`src/rtl/pipe_stage_reg_if.sv`:
```
// Valid/ready channel carrying a control bundle and a data bundle between two pipeline stages.
// The master drives the bundle and valid; the slave drives ready.
interface pipe_stage_reg_if #(
    parameter int CTRL_W = 8,
    parameter int DATA_W = 101
);
    logic              valid;
    logic              ready;
    logic [CTRL_W-1:0] ctrl;
    logic [DATA_W-1:0] data;

    modport master (output valid, output ctrl, output data, input ready);
    modport slave  (input valid, input ctrl, input data, output ready);
endinterface

```
`src/rtl/pipe_stage_reg.sv`:
```
// Inter-stage pipeline register with a 2-entry skid buffer: registered ready, full throughput,
// flush to bubble, and control bits forced to zero whenever no valid bundle is held.
module pipe_stage_reg #(
    parameter int CTRL_W = 8,
    parameter int DATA_W = 101
) (
    input  logic                    clk,
    input  logic                    reset,
    input  logic                    flush,
    pipe_stage_reg_if.slave         upstream,
    pipe_stage_reg_if.master        downstream,
    output logic [1:0]              occupancy
);
    typedef enum logic [1:0] {
        EMPTY = 2'd0,
        ONE   = 2'd1,
        FULL  = 2'd2
    } state_t;

    state_t state;
    state_t state_next;

    logic [CTRL_W-1:0] main_ctrl_p0;
    logic [DATA_W-1:0] main_data_p0;
    logic [CTRL_W-1:0] skid_ctrl_p0;
    logic [DATA_W-1:0] skid_data_p0;

    logic acc;
    logic fire;

    // Handshake terms depend only on the state register, never on each other combinationally.
    assign acc  = upstream.valid & (state != FULL);
    assign fire = (state != EMPTY) & downstream.ready;

    always_ff @(posedge clk) begin
        if (reset) begin
            state <= EMPTY;
        end else begin
            state <= state_next;
        end
    end

    always_comb begin
        state_next = state;
        if (flush) begin
            state_next = EMPTY;
        end else begin
            case (state)
                EMPTY:   if (acc) state_next = ONE;
                ONE: begin
                    if (acc && !fire)      state_next = FULL;
                    else if (!acc && fire) state_next = EMPTY;
                end
                FULL:    if (fire) state_next = ONE;
                default: state_next = EMPTY;
            endcase
        end
    end

    always_comb begin
        upstream.ready   = (state != FULL);
        downstream.valid = (state != EMPTY);
        occupancy        = state;
    end

    assign downstream.ctrl = main_ctrl_p0;
    assign downstream.data = main_data_p0;

    // Main register feeds the outputs; skid catches the bundle that arrives while the output stalls.
    always_ff @(posedge clk) begin
        if (reset) begin
            main_ctrl_p0 <= '0;
            main_data_p0 <= '0;
            skid_ctrl_p0 <= '0;
            skid_data_p0 <= '0;
        end else if (flush) begin
            main_ctrl_p0 <= '0;
        end else begin
            case (state)
                EMPTY: begin
                    if (acc) begin
                        main_ctrl_p0 <= upstream.ctrl;
                        main_data_p0 <= upstream.data;
                    end
                end
                ONE: begin
                    if (acc && fire) begin
                        main_ctrl_p0 <= upstream.ctrl;
                        main_data_p0 <= upstream.data;
                    end else if (acc) begin
                        skid_ctrl_p0 <= upstream.ctrl;
                        skid_data_p0 <= upstream.data;
                    end else if (fire) begin
                        main_ctrl_p0 <= '0;
                    end
                end
                FULL: begin
                    if (fire) begin
                        main_ctrl_p0 <= skid_ctrl_p0;
                        main_data_p0 <= skid_data_p0;
                    end
                end
                default: ;
            endcase
        end
    end
endmodule

```
`src/flat_wrapper.sv`:
```
// flat-port wrapper written by rule: the top's interface ports become plain ports
module pipe_stage_reg_flat 
#(
    parameter int CTRL_W = 8,
    parameter int DATA_W = 101
)
  (clk, reset, flush, occupancy, upstream_valid, upstream_ctrl, upstream_data, upstream_ready, downstream_valid, downstream_ctrl, downstream_data, downstream_ready);
  pipe_stage_reg_if #(.CTRL_W(CTRL_W), .DATA_W(DATA_W)) upstream_i ();
  pipe_stage_reg_if #(.CTRL_W(CTRL_W), .DATA_W(DATA_W)) downstream_i ();
  input  logic clk;
  input  logic reset;
  input  logic flush;
  output logic [1:0] occupancy;
  input wire logic [$bits(upstream_i.valid)-1:0] upstream_valid;
  input wire logic [$bits(upstream_i.ctrl)-1:0] upstream_ctrl;
  input wire logic [$bits(upstream_i.data)-1:0] upstream_data;
  output wire logic [$bits(upstream_i.ready)-1:0] upstream_ready;
  output wire logic [$bits(downstream_i.valid)-1:0] downstream_valid;
  output wire logic [$bits(downstream_i.ctrl)-1:0] downstream_ctrl;
  output wire logic [$bits(downstream_i.data)-1:0] downstream_data;
  input wire logic [$bits(downstream_i.ready)-1:0] downstream_ready;
  assign upstream_i.valid = upstream_valid;
  assign upstream_i.ctrl = upstream_ctrl;
  assign upstream_i.data = upstream_data;
  assign upstream_ready = upstream_i.ready;
  assign downstream_valid = downstream_i.valid;
  assign downstream_ctrl = downstream_i.ctrl;
  assign downstream_data = downstream_i.data;
  assign downstream_i.ready = downstream_ready;
  pipe_stage_reg #(.CTRL_W(CTRL_W), .DATA_W(DATA_W)) u_core (.clk(clk), .reset(reset), .flush(flush), .upstream(upstream_i), .downstream(downstream_i), .occupancy(occupancy));
endmodule
```
`config.mk`:
```
export PLATFORM = sky130hd
export DESIGN_NAME = pipe_stage_reg_flat
export DESIGN_NICKNAME = d
export VERILOG_FILES = /design/src/rtl/pipe_stage_reg_if.sv /design/src/rtl/pipe_stage_reg.sv /design/src/flat_wrapper.sv
export SDC_FILE = /design/constraint.sdc
export NUM_CORES = 1
export LEC_CHECK = 0
export ABC_CLOCK_PERIOD_IN_PS = 3690
export CORE_MARGIN = 2
export CORE_UTILIZATION = 49
export DETAILED_ROUTE_END_ITERATION = 12
export PLACE_DENSITY = 0.79
export SETUP_SLACK_MARGIN = 0.4
export SLEW_MARGIN = 15
export SYNTH_ARGS = -nofsm -noshare
export SYNTH_HDL_FRONTEND = slang
export SYNTH_SLANG_ARGS = --single-unit
```
`constraint.sdc`:
```
create_clock -name clk -period 3.69 [get_ports clk]
set_clock_uncertainty 0.1 [all_clocks]
set_input_delay 0.369 -clock clk [delete_from_list [all_inputs] [get_ports clk]]
set_output_delay 0.369 -clock clk [all_outputs]
set_load 0.02 [all_outputs]
```
# [After elaboration in Yosys (flattened, before gate mapping)]
# Index checks and enable logic that the tools add are counted.
[classes] eq_ne=9 n_mux=15 bitwise_logic=4 n_reduce_logical=13
[ops] operator="$mux W101" count=3
[ops] operator="$pmux W101 S3" count=1
[ops] operator="$mux W8" count=5
[ops] operator="$pmux W8 S3" count=1
[ops] operator="$reduce_and A5 Y1" count=2
[ops] operator="$mux W2" count=4
[ops] operator="$ne A2 B1 Y1 const B" count=3
[ops] operator="$ne A3 B1 Y1 const B" count=2
[ops] operator="$pmux W2 S3" count=1
[ops] operator="$reduce_and A4 Y1" count=1
[ops] operator="$logic_and A1 B1 Y1" count=3
[ops] operator="$ne A3 B3 Y1 const B" count=1
[ops] operator="$reduce_and A3 Y1" count=1
[ops] operator="$reduce_bool A3 Y1" count=1
[ops] operator="$and A1 B1 Y1" count=2
[ops] operator="$eq A2 B1 Y1 const B" count=1
[ops] operator="$eq A2 B2 Y1 const B" count=1
[ops] operator="$logic_not A1 Y1" count=2
[ops] operator="$logic_not A2 Y1" count=1
[ops] operator="$ne A2 B2 Y1 const B" count=1
[ops] operator="$not A1 Y1" count=2
[ops] operator="$reduce_bool A2 Y1" count=1
[ops] operator="$reduce_or A2 Y1" count=1
[totals] reg_bits=220

# [Longest topological paths before layout]
[depth] word_depth=7 depth_mapped=10 mapped_depth_nobuf=6

# [Least setup slack after synthesis]
# No wires, ideal clock.
[synth_path] path_type="reg-to-reg" from="reg u_core.state[0], in the netlist u_core.occupancy[0]" to="reg u_core.skid_data_p0[41]" setup_time_ns=0.132 t_arrival_ns=2.052 path_slack_ns=1.405 stages_incl_launch_ff=11 period_less_slack_ns=2.285 cell_sequence="dfxtp_1 -> inv_1 -> ha_1 -> buf_4 -> nand3b_1 -> or3_1 -> buf_2 -> buf_2 -> buf_6 -> nand2_1 -> a21oi_1"
[synth_via] elab_chain_cells=5 elab_cells_between_ends=8 cone_classes="2 x eq/ne; 3 x bitwise; 3 x reduce/logical"
[synth_lines] element="start, declared" line_no="pipe_stage_reg.sv:20" source="state_t state;"
[synth_lines] element="start signal, assigned" line_no="pipe_stage_reg.sv:39" source="state <= state_next;"
[synth_lines] element="$ne A2 B2 Y1 or $reduce_bool A2 Y1 (tied branches)" line_no="pipe_stage_reg.sv:32, pipe_stage_reg.sv:33"
[synth_lines] element="$and A1 B1 Y1, on equally long branches" line_no="pipe_stage_reg.sv:32, pipe_stage_reg.sv:33"
[synth_lines] element="$logic_and A1 B1 Y1" line_no="pipe_stage_reg.sv:87" source="if (acc && fire) begin"
[synth_lines] element="$not A1 Y1 (no line)"
[synth_lines] element="$reduce_and A4 Y1 (no line) *"
[synth_lines] element="end signal, assigned" line_no="pipe_stage_reg.sv:92" source="skid_data_p0 <= upstream.data;"
[synth_lines] element="end, declared" line_no="pipe_stage_reg.sv:26" source="logic [DATA_W-1:0] skid_data_p0;"
# Mark *: on every way between the ends. The rest lies on a longest branch, timed or not.
# A chain may end at the register's enable or synchronous reset.

# [Worst setup path after layout]
[layout_path] from="reg u_core.state[0], in the netlist u_core.occupancy[0]" to="out upstream_ready"
[layout_via] elab_chain_cells=1
[layout_lines] element="$ne A2 B2 Y1" line_no="pipe_stage_reg.sv:61" source="upstream.ready = (state != FULL);"
[layout_lines] element="end, declared" line_no="flat_wrapper.sv:17" source="output wire logic [$bits(upstream_i.ready)-1:0] upstream_ready;"
# Every way passes these cells.

==> results.md <==
* Nets at 1298
* Worst slew pin tran at 813 ps
* Max-slew violations at 0
* Sink Count at 220
* Die height at 141 um
* Number of flops mapped to enable cells by yosys at 0
* Critical path startpoint: u_core.occupancy[0]
* Root Buffer: clkbuf_16
* Share of layout cells above drive strength 1 at 0.0937
* FF+latch area at 4400 sq um
* First-pass GRT wire length at 38.8 mm
* CP Depth at 4
* Critical path's top delay family: buffers and inverters
* Number of global-route vias before repair at 7665
* CP required at 3220 ps
* Leak pwr at 4.01 nW
* DRT Pass-1 Iters at 5
* Status: finished clean
* WL/cell at 17.2 um
* CP Launch Type: flop
* Max_slew headroom at 0.458
* Sequential-to-total area share from yosys stat at 0.477
* Worst IR Drop VDD at 0.367 mV
* CTS Buffer Depth at 3
* CTS buffer count at 23
* Antenna cells at 0
* Syn Nets at 1131
* DRT iter0 DRCs at 412
* Fin crit period at 2810 ps
* Post-route ant nets at 0
* Core area at 18600 sq um
* Most frequent cells in the layout: nand2_1, clkdlybuf4s50_1, dfxtp_1, a21oi_1, mux2i_1
* Max frequency at 356 MHz
* Min-Delay Path Class: in -> reg
* Insertion delay to the later sink of the worst-skew pair at 510 ps
* Buf+Inv Stages, Crit Path at 3
* DRC at 0
* Multi-input gate area in the final layout at 4340 sq um
* Unrepaired setup endpoints after global routing: false
* Hold path start: reset
* Post-synthesis cell type count at 33
* CTS Hold Buffers Added at 0
* Drt via density at 5.57
* Via count at 7966
* Initial antenna violation count at 0
* Synth Cell Area at 9240 sq um
* CTS tree: built
* Initial Utilization at 0.497
* Clock slew at reported path FFs at 60 ps
* Setup TNS at 0 ps
* Largest net degree at the start of global routing at 102
* Area growth from synthesis to layout at 33.4%
* GRT Overall Usage at 0.235
* Port bufs at 226
* R2r worst-path depth at 7
* Post-CTS resize count at 0
* # fillers at 1500
* R2R Path Start: u_core.occupancy[0]
* CTS HTree Levels at 1
* Hold path cells at 2
* Post-DP HPWL at 14.6 mm
* CP max stage cell: clkdlybuf4s50_1
* Die X-Extent at 141 um
* Cell Pwr Density at 506 nW/um^2
* Max-cap violation count at 0
* Critical-path cell list: inv_1 -> ha_4 -> inv_1 -> clkdlybuf4s50_1
* Arrival @ worst endpoint at 2340 ps
* Die area at 20000 sq um
* Period utilization at 0.762
* Total gr overflow at 0
* Final Hold Fails at 0
* Crit-path max cell delay at 580 ps
* Io pins at 227
* Crit Path Max Fanout at 38
* Core Util, Final at 0.663
* Ys async rst share at 0
* Postcts setup bufs at 0
* Gpl congestion at 0.798
* Row count at 50
* Count of state elements after synthesis at 220
* CP Capture Type: primary output
* Top_reg_cell synth: dfxtp_1
* Commonest non-fill, non-tap cell in the layout: nand2_1
* Cell count after synthesis at 1012
* Most used cell, CP: inv_1
* Post-Route WL at 24.5 mm
* Syn avg cell area at 9.13 sq um
* Ys Warns at 0
* Setup violations, final at 0
* Crit path kind: reg -> out
flip-flops by register name, indices dropped and copies added (netlist names):
signal                  flops
u_core.downstream.ctrl      8
u_core.downstream.data    101
u_core.skid_ctrl_p0         8
u_core.skid_data_p0       101
u_core.occupancy            2
cell families (layout without fill, tap and decap cells):
kind of cell / count (synthesis) / in the layout / share of synthesized area
AND/OR/NAND/NOR: 240 / 240 / 0.101
buffers and inverters: 110 / 293 / 0.0577
adder cells (fa/ha/maj): 6 / 6 / 0.00786
multiplexers: 101 / 101 / 0.109
AO/OA/AOI/OAI: 335 / 335 / 0.247
flip-flops: 220 / 220 / 0.477
metal layers:
| metal | vias to the layer above | global-route usage | routed length (um) |
|---|---|---|---|
| li1 | 3893 | - | - |
| met1 | 3784 | 0.308 | 10500 |
| met2 | 247 | 0.401 | 11700 |
| met3 | 42 | 0.0469 | 1830 |
| met4 | 0 | 0.0584 | 513 |
| met5 | - | 0 | 0 |
cell usage after synthesis, drive strengths merged, types with 2 or more instances:
| master | count | share of area |
|---|---|---|
| a311oi | 8 | 0.0076 |
| clkbuf | 40 | 0.016 |
| nor2b | 2 | 0.0014 |
| inv | 12 | 0.0049 |
| nand2b | 2 | 0.0022 |
| mux2i | 101 | 0.11 |
| nand2 | 226 | 0.092 |
| ha | 5 | 0.0068 |
| or2 | 2 | 0.0014 |
| a221oi | 8 | 0.0076 |
| nor3 | 3 | 0.0016 |
| buf | 58 | 0.037 |
| dfxtp | 220 | 0.48 |
| a211oi | 101 | 0.11 |
| a21oi | 210 | 0.11 |
| nor2 | 2 | 0.00081 |
| o21ai | 2 | 0.0011 |
power breakdown:
part	internal, mW	switching, mW	total (mW)
Combinational	0.541	0.636	1.18
Sequential	2.52	0.0885	2.61
Clock	1.52	0.926	2.45
Total	4.59	1.65	6.24
final timing paths:
kind / slack (ps) / to
worst max-delay path: 880 / upstream_ready
worst min-delay path: 290 / u_core.skid_data_p0[8]
worst max register to register: 890 / u_core.downstream.data[82]
worst min register to register: 350 / u_core.skid_data_p0[81]
layout make-up:
type | instances | area share
tap | 234 | 0.0238
inverter | 12 | 0.00365
multi-input combinational | 682 | 0.352
clock buffer | 30 | 0.0529
sequential | 220 | 0.357
timing repair buffer | 240 | 0.197
clock inverter | 11 | 0.0134
per-stage QoR:
step	hold WS, ps	area (sq um)	instances	setup slack [ps]	power, mW
after global placement	340	11500	1388	993	3.82
after detailed placement	346	11500	1388	917	3.84
final	290	12300	1429	877	6.24
after floorplan	336	9240	1012	1410	3.33
after global routing	324	12300	1429	732	6.48
after CTS	299	12300	1429	837	6.29
No activity file was read; power rests on OpenSTA's default activity.
==> variant 1: new RTL, same flow settings <==
Reset style: asynchronous (`reset`), changed in 2 clocked blocks.
--- a/src/rtl/pipe_stage_reg.sv
+++ b/src/rtl/pipe_stage_reg.sv
@@ -33,5 +33,5 @@
     assign fire = (state != EMPTY) & downstream.ready;
 
-    always_ff @(posedge clk) begin
+    always_ff @(posedge clk or posedge reset) begin
         if (reset) begin
             state <= EMPTY;
@@ -68,5 +68,5 @@
 
     // Main register feeds the outputs; skid catches the bundle that arrives while the output stalls.
-    always_ff @(posedge clk) begin
+    always_ff @(posedge clk or posedge reset) begin
         if (reset) begin
             main_ctrl_p0 <= '0;
Formal check against the unedited RTL: differs if reset is asserted again (counterexample within 4 cycles, from zero or initial values and one cycle with reset high); with reset held inactive, the same outputs for 4 cycles.
==> variant 1 against the unedited design <==
Routed wire length is 14% lower; utilization is 0.16 points higher; sequential cell count stayed put; area after synthesis is 4.6% higher; via count is 26% lower; sequential share of layout area is 6.9 points higher; cell area is 4.7% higher; setup slack better by 0.021 ns.
Power is not compared: it rests on default switching activity, and its combinational part moved more than twofold at a synthesized area within 25%.
==> variant 1: results (changes against the unedited design) <==
place:
  dpl_worst_slack_ns: 0.923  # +0.00592 ns
  io_buffers: 226  # unchanged
  place_congestion: 0.804  # +0.70%
  placed_cell_area_um2: 12200  # +5.8%
  dp_hpwl_mm: 14.3  # -2.3%
synth:
  synth_area_leaders: "dfrtp_1 (57%), mux2_2 (20%), mux2_1 (17%)"
  synth_largest_area_cell: "dfrtp_1"
  async_flop_share: 1.00  # +1.00
  synth.avg_cell_area_um2: 15.4  # +69%
  synth.distinct_cells: 27  # -18%
  synth.yosys.seq_area_share: 0.570  # +0.0931
  synth_nets: 748  # -34%
  ys_top_cells_by_count: "dfrtp_1 (220), mux2_2 (168), mux2_1 (144), buf_2 (12), nor2_1 (12)"
cells_and_area:
  drive_above_1_share: 0.255  # +0.161
  fillCellCount: 1406  # -6.3%
  stdcell_count: 1132  # -21%
  fin_nets: 971  # -25%
  syn2layout_area_growth_pct: 33.5  # about the same
routing:
  dr.pass1.iters: 4  # -1
  drc: 0  # unchanged
  routed_wl_mm: 21.1  # -14%
  vias: 5911  # -26%
  drtIter0Drc: 193  # -53%
global_route:
  grt_pass1_vias: 6546  # -15%
  grt_usage: 0.201  # -0.0346
  grt_pass1_wl_mm: 33.3  # -14%
clocking:
  post_cts_buffers: 0  # unchanged
  htree_levels: 1  # unchanged
  insertion_delay_ns: 0.50
worst_setup_path:
  worstSetupEndpoint: "u_core.downstream.data[47]$_DFFE_PP0P_"
  critPathMaxStageDelay_ns: 0.44  # -0.14 ns
  required_ns: 3.96  # +0.74 ns
  critPathSlowestCell: "ha_4"
  crit_fanout: 101  # +170%
  crit_start: "u_core.occupancy[0]$_DFFE_PP0P_"
hold_path:
  hold_path.class: "input port to asynchronous set/reset pin"
run_status:
  outcome: "complete, no violations"
power_and_ir_drop:
  clk-power_w: 0.00221
timing:
  relSlewSlack: 0.402  # -0.0562
  min_period_ns: 2.79  # -0.0210 ns
  whs_ns: 0.299  # +0.00836 ns
-- variant 1: logic make-up (layout without fill, tap and decap cells) --
logic type                 Yosys count  in the layout  synth area share
adders and majority gates            6              6           0.00777
buffers and inverters               42            281            0.0260
DFF                                220            220             0.570
AOI/OAI and AO/OA                   15             15            0.0141
muxes                              313            313             0.365
and+or+nand+nor                     32             32            0.0174
-- variant 1: final cells by class --
| type | count | share of cell area |
|---|---|---|
| Tap cell | 265 | 0.0257 |
| Clock buffer | 31 | 0.0500 |
| Timing Repair Buffer | 234 | 0.185 |
| Inverter | 6 | 0.00204 |
| Clock inverter | 10 | 0.00611 |
| Multi-Input combinational cell | 366 | 0.304 |
| Sequential cell | 220 | 0.427 |
-- variant 1: routing by layer --
layer / wire, µm / vias up / GRT usage
li1: - / 2717 / -
met1: 8910 / 2977 / 0.254
met2: 10300 / 181 / 0.348
met3: 1320 / 36 / 0.0464
met4: 515 / 0 / 0.0537
met5: 0 / - / 0
==> variant 2: new RTL, config.mk and constraints unchanged <==
Without the edit above. `CTRL_W` is set to 8 in 3 places; all go to 10.
--- a/src/rtl/pipe_stage_reg_if.sv
+++ b/src/rtl/pipe_stage_reg_if.sv
@@ -2,5 +2,5 @@
 // The master drives the bundle and valid; the slave drives ready.
 interface pipe_stage_reg_if #(
-    parameter int CTRL_W = 8,
+    parameter int CTRL_W = 10,
     parameter int DATA_W = 101
 );
--- a/src/rtl/pipe_stage_reg.sv
+++ b/src/rtl/pipe_stage_reg.sv
@@ -2,5 +2,5 @@
 // flush to bubble, and control bits forced to zero whenever no valid bundle is held.
 module pipe_stage_reg #(
-    parameter int CTRL_W = 8,
+    parameter int CTRL_W = 10,
     parameter int DATA_W = 101
 ) (
--- a/src/flat_wrapper.sv
+++ b/src/flat_wrapper.sv
@@ -2,5 +2,5 @@
 module pipe_stage_reg_flat 
 #(
-    parameter int CTRL_W = 8,
+    parameter int CTRL_W = 10,
     parameter int DATA_W = 101
 )
Interface: changed (resized downstream_ctrl and upstream_ctrl); port bits go from 227 to 231. The function was not compared with the original's and may differ.
==> variant 2 against the unedited design <==
Synthesized cell count is 1.9% higher; critical path depth is 3 higher; sequential cell count is 4 higher; via count is 1.1% higher; power is 8.8% lower; non-clock buffer count is 2 higher; cell area is 1.4% lower; routed wire length is 1.6% lower; setup slack worse by 0.085 ns; area after synthesis is 0.43% lower; sequential share of layout area is 1.2 points higher; global-route usage is 0.58 points lower.
==> variant 2: results (changes against the unedited design) <==
cells_and_area:
  drive_above_1_share: 0.0552  # -0.0385
  n_clock_buffer: 31  # +3.3%
  multi_input_area_share: 0.344  # -0.00760
  fin_nets: 1319  # +1.6%
  multi_input_area_um2: 4180  # -3.5%
  seqCellArea_um2: 4480  # +1.8%
  fillCellCount: 1521  # +1.4%
  multi_input_gates: 694  # +1.8%
routing:
  route.met3.wl_mm: 1.52  # -17%
  route.met2.wl_mm: 11.5  # -1.7%
  drt-met1-wl_mm: 10.4  # -0.98%
  via_per_inst: 5.57  # -0.14%
  drtIter0Drc: 448  # +8.7%
  vias: 8055  # +1.1%
  routed_wl_mm: 24.1  # -1.6%
place:
  io_buffers: 230  # +1.8%
  dpl_worst_slack_ns: 0.891  # -0.0256 ns
  dp_cells: 1408  # +1.4%
  place_congestion: 0.799  # about the same
  dp_hpwl_mm: 14.7  # +0.51%
  placed_cell_area_um2: 11500  # -0.35%
worst_setup_path:
  crit_arrival_ns: 3.20  # +0.86 ns
  critical_path_class: "flip-flop to flip-flop"
  critPathMaxStageDelay_ns: 0.77  # +0.19 ns
  crit_fanout: 81  # +110%
  r2r-end: "u_core.downstream.data[87]$_SDFFE_PP0P_"
  critPathSlowestCell: "buf_4"
power_and_ir_drop:
  peakVddDrop_mv: 0.389  # +5.9%
  p_leak_nw: 3.94  # -1.6%
  p_sw_frac: 0.261  # -0.00320
  seq_cell_power_w: 0.00262  # about the same
  p_int_w: 0.00420  # -8.4%
timing:
  whs_ns: 0.341  # +0.0503 ns
  min_period_ns: 2.90  # +0.0854 ns
run_status:
  outcome: "complete, no violations"
global_route:
  gr-usage-met1: 0.294  # -0.0144
  grt_pass1_vias: 7487  # -2.3%
  grt_max_degree: 110  # +7.8%
  grt_usage: 0.230  # -0.00582
  grt_pass1_wl_mm: 37.9  # -2.3%
  grt_util_met3: 0.0404  # -0.00649
synth:
  synth.distinct_cells: 30  # -9.1%
  ys_top_cells_by_count: "nand2_1 (232), dfxtp_1 (224), a21oi_1 (213), mux2i_1 (101), a211oi_1 (91)"
  synth.yosys.seq_area_share: 0.488  # +0.0108
  muxShareOfSynthArea: 0.110  # +0.000477
  synth_compound_area_frac: 0.230  # -0.0170
  synth_area_leaders: "dfxtp_1 (49%), a21oi_1 (12%), mux2i_1 (11%)"
  synthAdderAreaFrac: 0.00544  # -0.00241
  synth.avg_cell_area_um2: 8.92  # -2.3%
  synth_nets: 1151  # +1.8%
clocking:
  clock-sinks: 224  # +1.8%
  insertion_delay_ns: 0.49  # -0.02 ns
floorplan:
  dieArea_um2: 19900  # -0.42%
hold_path:
  min_delay_worst_endpoint: "u_core.skid_data_p0[5]$_SDFFE_PP0P_"
variant 2: cell count changes after synthesis, moves of 2 or more:
| cell | before | now |
|---|---|---|
| a211oi_2 | 50 | 10 |
| or4_1 | 0 | 2 |
| buf_2 | 33 | 40 |
| nand2_1 | 226 | 232 |
| clkbuf_1 | 40 | 43 |
| buf_1 | 5 | 3 |
| buf_6 | 1 | 10 |
| dfxtp_1 | 220 | 224 |
| a21oi_1 | 210 | 213 |
| a211oi_1 | 51 | 91 |
| buf_4 | 19 | 3 |
| a221oi_1 | 8 | 10 |
| inv_1 | 12 | 14 |
| a311oi_1 | 8 | 10 |
variant 2: kinds of logic (layout without fill, tap and decap cells):
family | Yosys count | after routing
AO/OA/AOI/OAI | 340 | 340
AND/OR/NAND/NOR | 249 | 249
flip-flops | 224 | 224
buffers and inverters | 113 | 295
multiplexers | 101 | 101
adder cells (fa/ha/maj) | 4 | 4
